<file path="src/rtl/stopwatch_pkg.sv">
`default_nettype none
// ============================================================================
// Module      : stopwatch_pkg
// Description : Shared types and constants for the stopwatch sequencer.
//               Contains the controller state enum, edit_sel digit codes,
//               default prescaler divisors and small state helpers.
// Revision    : 1.0 - initial release
// ============================================================================
package stopwatch_pkg;

    typedef enum logic [2:0] {
        ST_DIR       = 3'd0,
        ST_SET_MIN   = 3'd1,
        ST_SET_TENS  = 3'd2,
        ST_SET_SEC   = 3'd3,
        ST_SET_TENTH = 3'd4,
        ST_RUN       = 3'd5,
        ST_DONE      = 3'd6
    } state_t;

    // Digit codes presented on edit_sel
    localparam logic [1:0] c_sel_min   = 2'd0;
    localparam logic [1:0] c_sel_tens  = 2'd1;
    localparam logic [1:0] c_sel_sec   = 2'd2;
    localparam logic [1:0] c_sel_tenth = 2'd3;

    // 100 MHz clock: 0.1 s count tick, 0.25 s blink half-period
    localparam int c_default_tick_div  = 10_000_000;
    localparam int c_default_blink_div = 25_000_000;
    localparam int c_default_cnt_w     = 25;

    function automatic logic is_set_state(input state_t s);
        return (s == ST_SET_MIN) || (s == ST_SET_TENS) ||
               (s == ST_SET_SEC) || (s == ST_SET_TENTH);
    endfunction

    function automatic logic [1:0] sel_of(input state_t s);
        logic [1:0] v;
        v = c_sel_min;
        case (s)
            ST_SET_TENS:  v = c_sel_tens;
            ST_SET_SEC:   v = c_sel_sec;
            ST_SET_TENTH: v = c_sel_tenth;
            default:      v = c_sel_min;
        endcase
        return v;
    endfunction

endpackage
`default_nettype wire

</file>
<file path="src/rtl/stopwatch_seq_ctrl_tick_gen.sv">
`default_nettype none
// ============================================================================
// Module      : tick_gen
// Description : Prescaler counting enabled cycles 0..DIV-1 with synchronous
//               clear (priority over enable) and a one-cycle wrap flag.
// Ports       : clk, rst_n (async active-low), i_clr, i_en -> o_wrap
//               o_wrap is combinational: high in the cycle whose edge takes
//               the count from DIV-1 back to 0.
// Revision    : 1.0 - initial release
// ============================================================================
module tick_gen #(
    parameter int DIV   = 10,
    parameter int CNT_W = 4
) (
    input  logic clk,
    input  logic rst_n,
    input  logic i_clr,
    input  logic i_en,
    output logic o_wrap
);

    localparam logic [CNT_W-1:0] c_last = CNT_W'(DIV - 1);

    logic [CNT_W-1:0] r_cnt;

    assign o_wrap = i_en && !i_clr && (r_cnt == c_last);

    always_ff @(posedge clk or negedge rst_n) begin
        if (!rst_n) begin
            r_cnt <= '0;
        end else if (i_clr) begin
            r_cnt <= '0;
        end else if (i_en) begin
            r_cnt <= o_wrap ? '0 : r_cnt + CNT_W'(1);
        end
    end

endmodule
`default_nettype wire

</file>
<file path="src/rtl/stopwatch_seq_ctrl.sv">
`default_nettype none
// ============================================================================
// Module      : stopwatch_seq_ctrl
// Description : Single-clock control FSM for the 4-digit stopwatch/timer.
//               Sequences DIR -> SET_MIN -> SET_TENS -> SET_SEC -> SET_TENTH
//               -> RUN -> DONE -> DIR and issues one-cycle command strobes
//               to the digit datapath. All outputs are registered.
// Ports       : in  : clk, rst_n, enter_p, inc_p, dir_p, en, at_limit
//               out : clr, digit_inc, edit_sel[1:0], editing, load_goal,
//                     tick, dir, dash, blank, done
// Revision    : 1.0 - initial release
// ============================================================================
module stopwatch_seq_ctrl
    import stopwatch_pkg::*;
#(
    parameter int TICK_DIV  = c_default_tick_div,
    parameter int BLINK_DIV = c_default_blink_div,
    parameter int CNT_W     = c_default_cnt_w
) (
    input  logic       clk,
    input  logic       rst_n,
    input  logic       enter_p,
    input  logic       inc_p,
    input  logic       dir_p,
    input  logic       en,
    input  logic       at_limit,
    output logic       clr,
    output logic       digit_inc,
    output logic [1:0] edit_sel,
    output logic       editing,
    output logic       load_goal,
    output logic       tick,
    output logic       dir,
    output logic       dash,
    output logic       blank,
    output logic       done
);

    state_t r_state;
    logic   r_init;        // first edge after reset release issues clr
    state_t w_next_set;
    logic   w_set_entry;
    logic   w_run_entry;
    logic   w_tick_en;
    logic   w_tick_wrap;
    logic   w_blink_wrap;

    // Successor of the current SET_* state on enter_p
    always_comb begin
        w_next_set = ST_RUN;
        case (r_state)
            ST_SET_MIN:  w_next_set = ST_SET_TENS;
            ST_SET_TENS: w_next_set = ST_SET_SEC;
            ST_SET_SEC:  w_next_set = ST_SET_TENTH;
            default:     w_next_set = ST_RUN;
        endcase
    end

    assign w_set_entry = !r_init && enter_p &&
                         ((r_state == ST_DIR) ||
                          (is_set_state(r_state) && (r_state != ST_SET_TENTH)));
    assign w_run_entry = !r_init && enter_p && (r_state == ST_SET_TENTH);
    // Pause (en=0) holds the prescaler so the sub-tick phase survives
    assign w_tick_en   = (r_state == ST_RUN) && en && !at_limit;

    tick_gen #(
        .DIV   (TICK_DIV),
        .CNT_W (CNT_W)
    ) u_tick_gen (
        .clk    (clk),
        .rst_n  (rst_n),
        .i_clr  (w_run_entry),
        .i_en   (w_tick_en),
        .o_wrap (w_tick_wrap)
    );

    tick_gen #(
        .DIV   (BLINK_DIV),
        .CNT_W (CNT_W)
    ) u_blink_gen (
        .clk    (clk),
        .rst_n  (rst_n),
        .i_clr  (w_set_entry),
        .i_en   (is_set_state(r_state)),
        .o_wrap (w_blink_wrap)
    );

    always_ff @(posedge clk or negedge rst_n) begin
        if (!rst_n) begin
            r_state   <= ST_DIR;
            r_init    <= 1'b1;
            clr       <= 1'b0;
            digit_inc <= 1'b0;
            load_goal <= 1'b0;
            tick      <= 1'b0;
            edit_sel  <= c_sel_min;
            editing   <= 1'b0;
            dir       <= 1'b0;
            dash      <= 1'b1;
            blank     <= 1'b0;
            done      <= 1'b0;
        end else begin
            clr       <= 1'b0;
            digit_inc <= 1'b0;
            load_goal <= 1'b0;
            tick      <= 1'b0;
            if (r_init) begin
                r_init <= 1'b0;
                clr    <= 1'b1;
            end else begin
                case (r_state)
                    ST_DIR: begin
                        if (dir_p) dir <= ~dir;
                        if (enter_p) begin
                            r_state  <= ST_SET_MIN;
                            clr      <= 1'b1;
                            editing  <= 1'b1;
                            edit_sel <= sel_of(ST_SET_MIN);
                            dash     <= 1'b0;
                            blank    <= 1'b0;
                        end
                    end
                    ST_SET_MIN, ST_SET_TENS, ST_SET_SEC, ST_SET_TENTH: begin
                        if (enter_p) begin
                            // enter wins over a same-cycle inc_p
                            r_state <= w_next_set;
                            blank   <= 1'b0;
                            if (w_next_set == ST_RUN) begin
                                editing   <= 1'b0;
                                load_goal <= 1'b1;
                            end else begin
                                edit_sel <= sel_of(w_next_set);
                            end
                        end else begin
                            if (inc_p)        digit_inc <= 1'b1;
                            if (w_blink_wrap) blank     <= ~blank;
                        end
                    end
                    ST_RUN: begin
                        // at_limit also gates the prescaler, so no tick here
                        if (at_limit) begin
                            r_state <= ST_DONE;
                            done    <= 1'b1;
                        end else if (w_tick_wrap) begin
                            tick <= 1'b1;
                        end
                    end
                    ST_DONE: begin
                        if (enter_p) begin
                            r_state <= ST_DIR;
                            done    <= 1'b0;
                            dash    <= 1'b1;
                            clr     <= 1'b1;
                        end
                    end
                    default: begin
                        r_state <= ST_DIR;
                        editing <= 1'b0;
                        dash    <= 1'b1;
                        blank   <= 1'b0;
                        done    <= 1'b0;
                    end
                endcase
            end
        end
    end

endmodule
`default_nettype wire

</file>
<file path="config.mk">
export PLATFORM = sky130hd
export DESIGN_NAME = stopwatch_seq_ctrl
export DESIGN_NICKNAME = d
export VERILOG_FILES = /design/src/rtl/stopwatch_pkg.sv /design/src/rtl/stopwatch_seq_ctrl_tick_gen.sv /design/src/rtl/stopwatch_seq_ctrl.sv
export SDC_FILE = /design/constraint.sdc
export NUM_CORES = 1
export LEC_CHECK = 0
export CAP_MARGIN = 10
export CORE_MARGIN = 2
export CORE_UTILIZATION = 45
export CTS_CLUSTER_DIAMETER = 60
export CTS_CLUSTER_SIZE = 28
export DETAILED_ROUTE_END_ITERATION = 7
export SLEW_MARGIN = 20
export SYNTH_ARGS = -nofsm -noshare
export SYNTH_HDL_FRONTEND = slang
export SYNTH_SLANG_ARGS = --single-unit
</file>
<file path="constraint.sdc">
create_clock -name clk -period 2.3 [get_ports clk]
set_input_delay 0.46 -clock clk [delete_from_list [all_inputs] [get_ports clk]]
set_output_delay 0.46 -clock clk [all_outputs]
set_load 0.01 [all_outputs]
</file>
---- Yosys cells after proc, flatten, opt, wreduce, memory -nomap -nowiden ----
Cells that the tools add are included.
storage, ports and cells
  flip-flop bits (word level) ............. 65
  bits of input ports ..................... 7
  output and inout port bits .............. 11
  word-level logic and storage cells ...... 119
cells by class
  add/subtract/negate cells ............... 2
  equal/unequal tests ..................... 20
  mux-type cells .......................... 43
  bitwise operators ....................... 6
  reductions and logical operators ........ 34
operators with widths
  cell                                                   number
  2-to-1 mux 25 bit                                      6
  adder 25 x 1 -> 25 bit, second input constant          2
  equality test 25 x 24 -> 1 bit, second input constant  1
  equality test 25 bit, second input constant            1
  2-to-1 mux 1 bit                                       22
  equality test 3 bit, second input constant             5
  AND reduction 5 bit                                    3
  equality test 3 x 2 -> 1 bit, second input constant    4
  2-to-1 mux 3 bit                                       4
  inequality test 2 bit, second input constant           6
  one-hot mux 1 bit (3 select lines)                     4
  one-hot mux 3 bit (4 select lines)                     1
  AND reduction 4 bit                                    3
  logical AND 1 bit                                      10
  OR reduction 5 bit                                     2
  one-hot mux 3 bit (3 select lines)                     1
  2-to-1 mux 2 bit                                       3
  inverter 1 bit                                         6
  one-hot mux 2 bit (3 select lines)                     1
  nonzero test 2 bit                                     3
  zero test 1 bit                                        4
  logical OR 1 bit                                       4
  one-hot mux 2 bit (2 select lines)                     1
  OR reduction 2 bit                                     2
  other kinds (6)                                        6

---- Depth between registers and ports, before layout ----
  depth in word-level cells ............... 13
  depth in mapped cells ................... 8
  mapped depth without buffers ............ 6

---- Hierarchy ----
Synthesis repeated with hierarchy kept, for this count alone.
unflattened totals
  cell total of the unflattened synthesis .. 437
  area total of the unflattened synthesis .. 3993.8 um^2
modules (own cells, without submodules)
  module                   instances  cells an instance  area an instance (um^2)  seq. area each (um^2)
  tick_gen at u_tick_gen   1          178                1630.3                   625.6
  tick_gen at u_blink_gen  1          186                1597.8                   625.6
  stopwatch_seq_ctrl       1          73                 765.7                    377.9

---- Worst setup path before layout ----
Ideal clock, no wire load.
  path type ............................... flip-flop to flip-flop
  from .................................... register u_tick_gen.r_cnt[0]
  to ...................................... register u_tick_gen.r_cnt[24]
  setup time .............................. 120 ps
  data arrival time ....................... 1820 ps
  required time ........................... 2180 ps
  setup slack ............................. 359 ps
  cell stages (with the launch flop) ...... 8
  buffers on the path ..................... 1
  clock period less this slack ............ 1941 ps
  path through ............................ dfrtp_1 > ha_1 > nand4_1 > or4_1 > clkbuf_1 > o31a_1 > o21ai_1 > nand2_1
between the ends
  cells in the longest elaborated chain, start to end .. 5
  elaborated cells on any way between the ends .. 6
  those cells by class .................... 1 x add/sub; 1 x eq/ne; 3 x mux; 1 x reduce/logical
RTL lines
  what                                                                            line                               text
  start, declared                                                                 stopwatch_seq_ctrl_tick_gen.sv:24  logic [CNT_W-1:0] r_cnt;
  start signal, assigned                                                          stopwatch_seq_ctrl_tick_gen.sv:34  r_cnt <= o_wrap ? '0 : r_cnt + CNT_W'(1);
  parallel branches: the longest is 2 deep, another holds adder 25 x 1 -> 25 bit  --
  2-to-1 mux 25 bit (*)                                                           stopwatch_seq_ctrl_tick_gen.sv:34
  2-to-1 mux 25 bit (*)                                                           stopwatch_seq_ctrl_tick_gen.sv:33  end else if (i_en) begin
  2-to-1 mux 25 bit (*)                                                           stopwatch_seq_ctrl_tick_gen.sv:31  end else if (i_clr) begin
Mark *: on every way between the ends. The select of a mux whose other input is x is not followed.
A chain may end at the register's enable or synchronous reset.

---- Worst setup path after layout ----
Same ends and word-level chain as after synthesis.

==> run metrics <==
status=finished, final reports clean; TritonRoute pass-1 iters=6; cell count after synthesis=between 400 and 500; post-CTS setup buffer count=0; Post-DRT Antenna Nets=0; pre-CTS setup slack=0.05037 ns; final-report hold violation count=0; antenna cells=0; Mapped Nets=around 410; Site Rows=32; detailed placement HPWL=5.494 mm; CP Cell Sequence=ha_1 -> nand4_1 -> or4_1 -> o31a_1 -> o21ai_1 -> nand2_1; I/O Pins=18; RSZ-0062 raised after global routing=false; Vias/cell=6.002; Final TNS setup=0 ns; core area=0.007727 mm^2; most frequent cells in the layout=dfrtp_1, nand2_1, a31oi_1; drc violations=0; synthesized area=about 0.0036 mm^2; Final Power=roughly 3.8 mW; Final min period=2.086 ns; total die area=between 0.008 and 0.009 mm^2; Clock Tree Buf Depth=2; critical path arrival=2.32 ns; cell area after placement=0.003973 mm^2; Crit. End Element=flop; Async S/R FF share, synth=100.0%; Finished Core Util=~54%; Tot GR Track Use=between 20% and 30%; final hold slack=0.1246 ns; Root Buffer=clkbuf_8; gr ovfl total=0; critical-path maximum fanout=7; Non-Filler Instances=about 540; clock transition at the registers of the reported paths=0.07 ns; number of H-tree levels=3; placer congestion estimate=between 0.7 and 0.8; TritonCTS clock tree=done; Worst Hold Class=in2async; synthesized flop and latch total=65; Initial Util=a little under half; VDD IR max=between 0.0005 and 0.0006 V; leak pwr=between 1.5 and 2 nW; Die H=~93 um; Nets=about 440; Mean Syn Cell Area=~8.9 um^2; Worst-Skew Late Latency=approximately 0.34 ns; global-route wire length before repair=~14 mm; max_cap viols=0; critical path launch point type=flop; post_cts resized=0; final wirelength=8.146 mm; commonest non-fill, non-tap cell in the layout=dfrtp_1; Synth warnings=0; placed cells=roughly 520; Die X=roughly 93 um; slowest stage delay, CP=roughly 0.7 ns; Crit path required time=2.53 ns; P&R area growth vs syn=16.09%; Wirelength per Cell=15.17 um; post-route cell area=approximately 0.0042 mm^2; drt first-iter violations=110; slowest CP cell=or4_1; EDFF count, synth=0; ys flop type=dfrtp_1; Seq/Total Area, Yosys=45.45%; vias in the first global route=3013; Final setup viols=0; Crit Path Class=reg2reg; IO buf count=17; Worst Skew=between 0.008 and 0.009 ns; final worst-path cycle share=between 90% and 100%; Final Max Tran Viols=0; Hold-fix buffers, CTS=0; distinct cell type count after synthesis=58; FMAX=roughly 480 MHz; largest net degree at the start of global routing=66; initial antenna violation count=0; share of cells above drive strength 1=between 10% and 20%; power per cell area=909.3 mW/mm^2; via count=3223; TritonCTS Buffers=9; number of clock sinks=65; fin worst setup slack=approximately 0.21 ns
==> sequential cells by signal, summed over array words and instances, names as in the netlist <==
register           cells
editing                1
r_init                 1
blank                  1
dash                   1
done                   1
edit_sel               2
u_blink_gen.r_cnt     25
u_tick_gen.r_cnt      25
digit_inc              1
load_goal              1
dir                    1
tick                   1
r_state                3
clr                    1
==> report_power, final <==
part	leakage, nW	switching [mW]	internal (mW)
logic	0.734	0.755	0.571
registers	0.873	0.196	1.30
clock network	0.0974	0.432	0.528
==> cells in the mapped netlist (2+ instances only) <==
cell type  count  share of area (%)
o21ai_0       22                3.1
nand2_1       50                5.2
clkbuf_1      11                1.2
nand3b_1       3               0.63
or3_1          3               0.52
ha_1           2               0.70
a21oi_1       32                4.5
buf_2         11                1.5
dfrtp_1       63                 44
nand2b_1       8                1.4
o41ai_1        2               0.49
and4_1         3               0.73
dfstp_2        2                1.5
mux2_2         3               0.94
inv_1          9               0.94
nor4_1         7                1.2
nor2_1        21                2.2
or4_1          2               0.42
a21o_1         2               0.42
and3_1         8                1.4
nor4bb_1       2               0.56
o21a_1         4               0.84
a31o_2         2               0.49
o21ai_1        4               0.56
nand3_1       20                2.8
a41oi_1       11                2.7
o31ai_1        4               0.84
a22o_1         4               0.98
buf_4          2               0.42
nand4_1       11                1.9
a31oi_1       42                7.3
nor3_1         9                1.3
==> worst max-delay path: cells and delay by family, from the launching register on <==
kind / cells / cell delay (ns)
AO/OA/AOI/OAI: 2 / 0.45
adder cells (fa/ha/maj): 1 / 0.19
flip-flops: 1 / 0.41
AND/OR/NAND/NOR: 3 / 0.93
==> final timing paths <==
| check | from | end | slack (ns) | depth (start not counted) |
|---|---|---|---|---|
| worst max-delay path | u_tick_gen.r_cnt[0] | u_tick_gen.r_cnt[24] | 0.21 | 6 |
| worst min-delay path | rst_n | u_tick_gen.r_cnt[24] | 0.12 | 2 |
| worst max register to register | u_tick_gen.r_cnt[0] | u_tick_gen.r_cnt[24] | 0.21 | 6 |
| worst min register to register | u_blink_gen.r_cnt[24] | u_blink_gen.r_cnt[24] | 0.47 | 1 |
| max in group asynchronous | rst_n | r_init | 1.84 | 2 |
| min in group clk | u_blink_gen.r_cnt[24] | u_blink_gen.r_cnt[24] | 0.47 | 1 |
==> cell families (layout without fill, tap and decap cells) <==
family	count (synthesis)	in the layout	synth area share (%)
AND/OR/NAND/NOR	160	160	23.81
multiplexers	4	4	1.222
buffers and inverters	35	65	4.398
adder cells (fa/ha/maj)	2	2	0.6980
XOR/XNOR	1	1	0.2444
other	1	1	0.1046
AO/OA/AOI/OAI	137	137	24.08
flip-flops	65	65	45.44
==> layer usage <==
layer | up-vias | GRT usage (%) | wire length, um
met4 | 0 | 7.475 | 77
li1 | 1594 | - | -
met1 | 1572 | 27.74 | 3918
met3 | 6 | 2.981 | 278
met2 | 51 | 32.37 | 3871
met5 | - | 0 | 0
==> final cells by class <==
type,count,area [um^2]
multi-input combinational,305,1807
fill,702,3566
sequential,65,1629
tap,102,127.6
clock inverter,3,40.04
clock buffer,13,148.9
timing repair buffer,40,375.4
inverter,9,33.78
No activity file was read; power rests on OpenSTA's default activity.
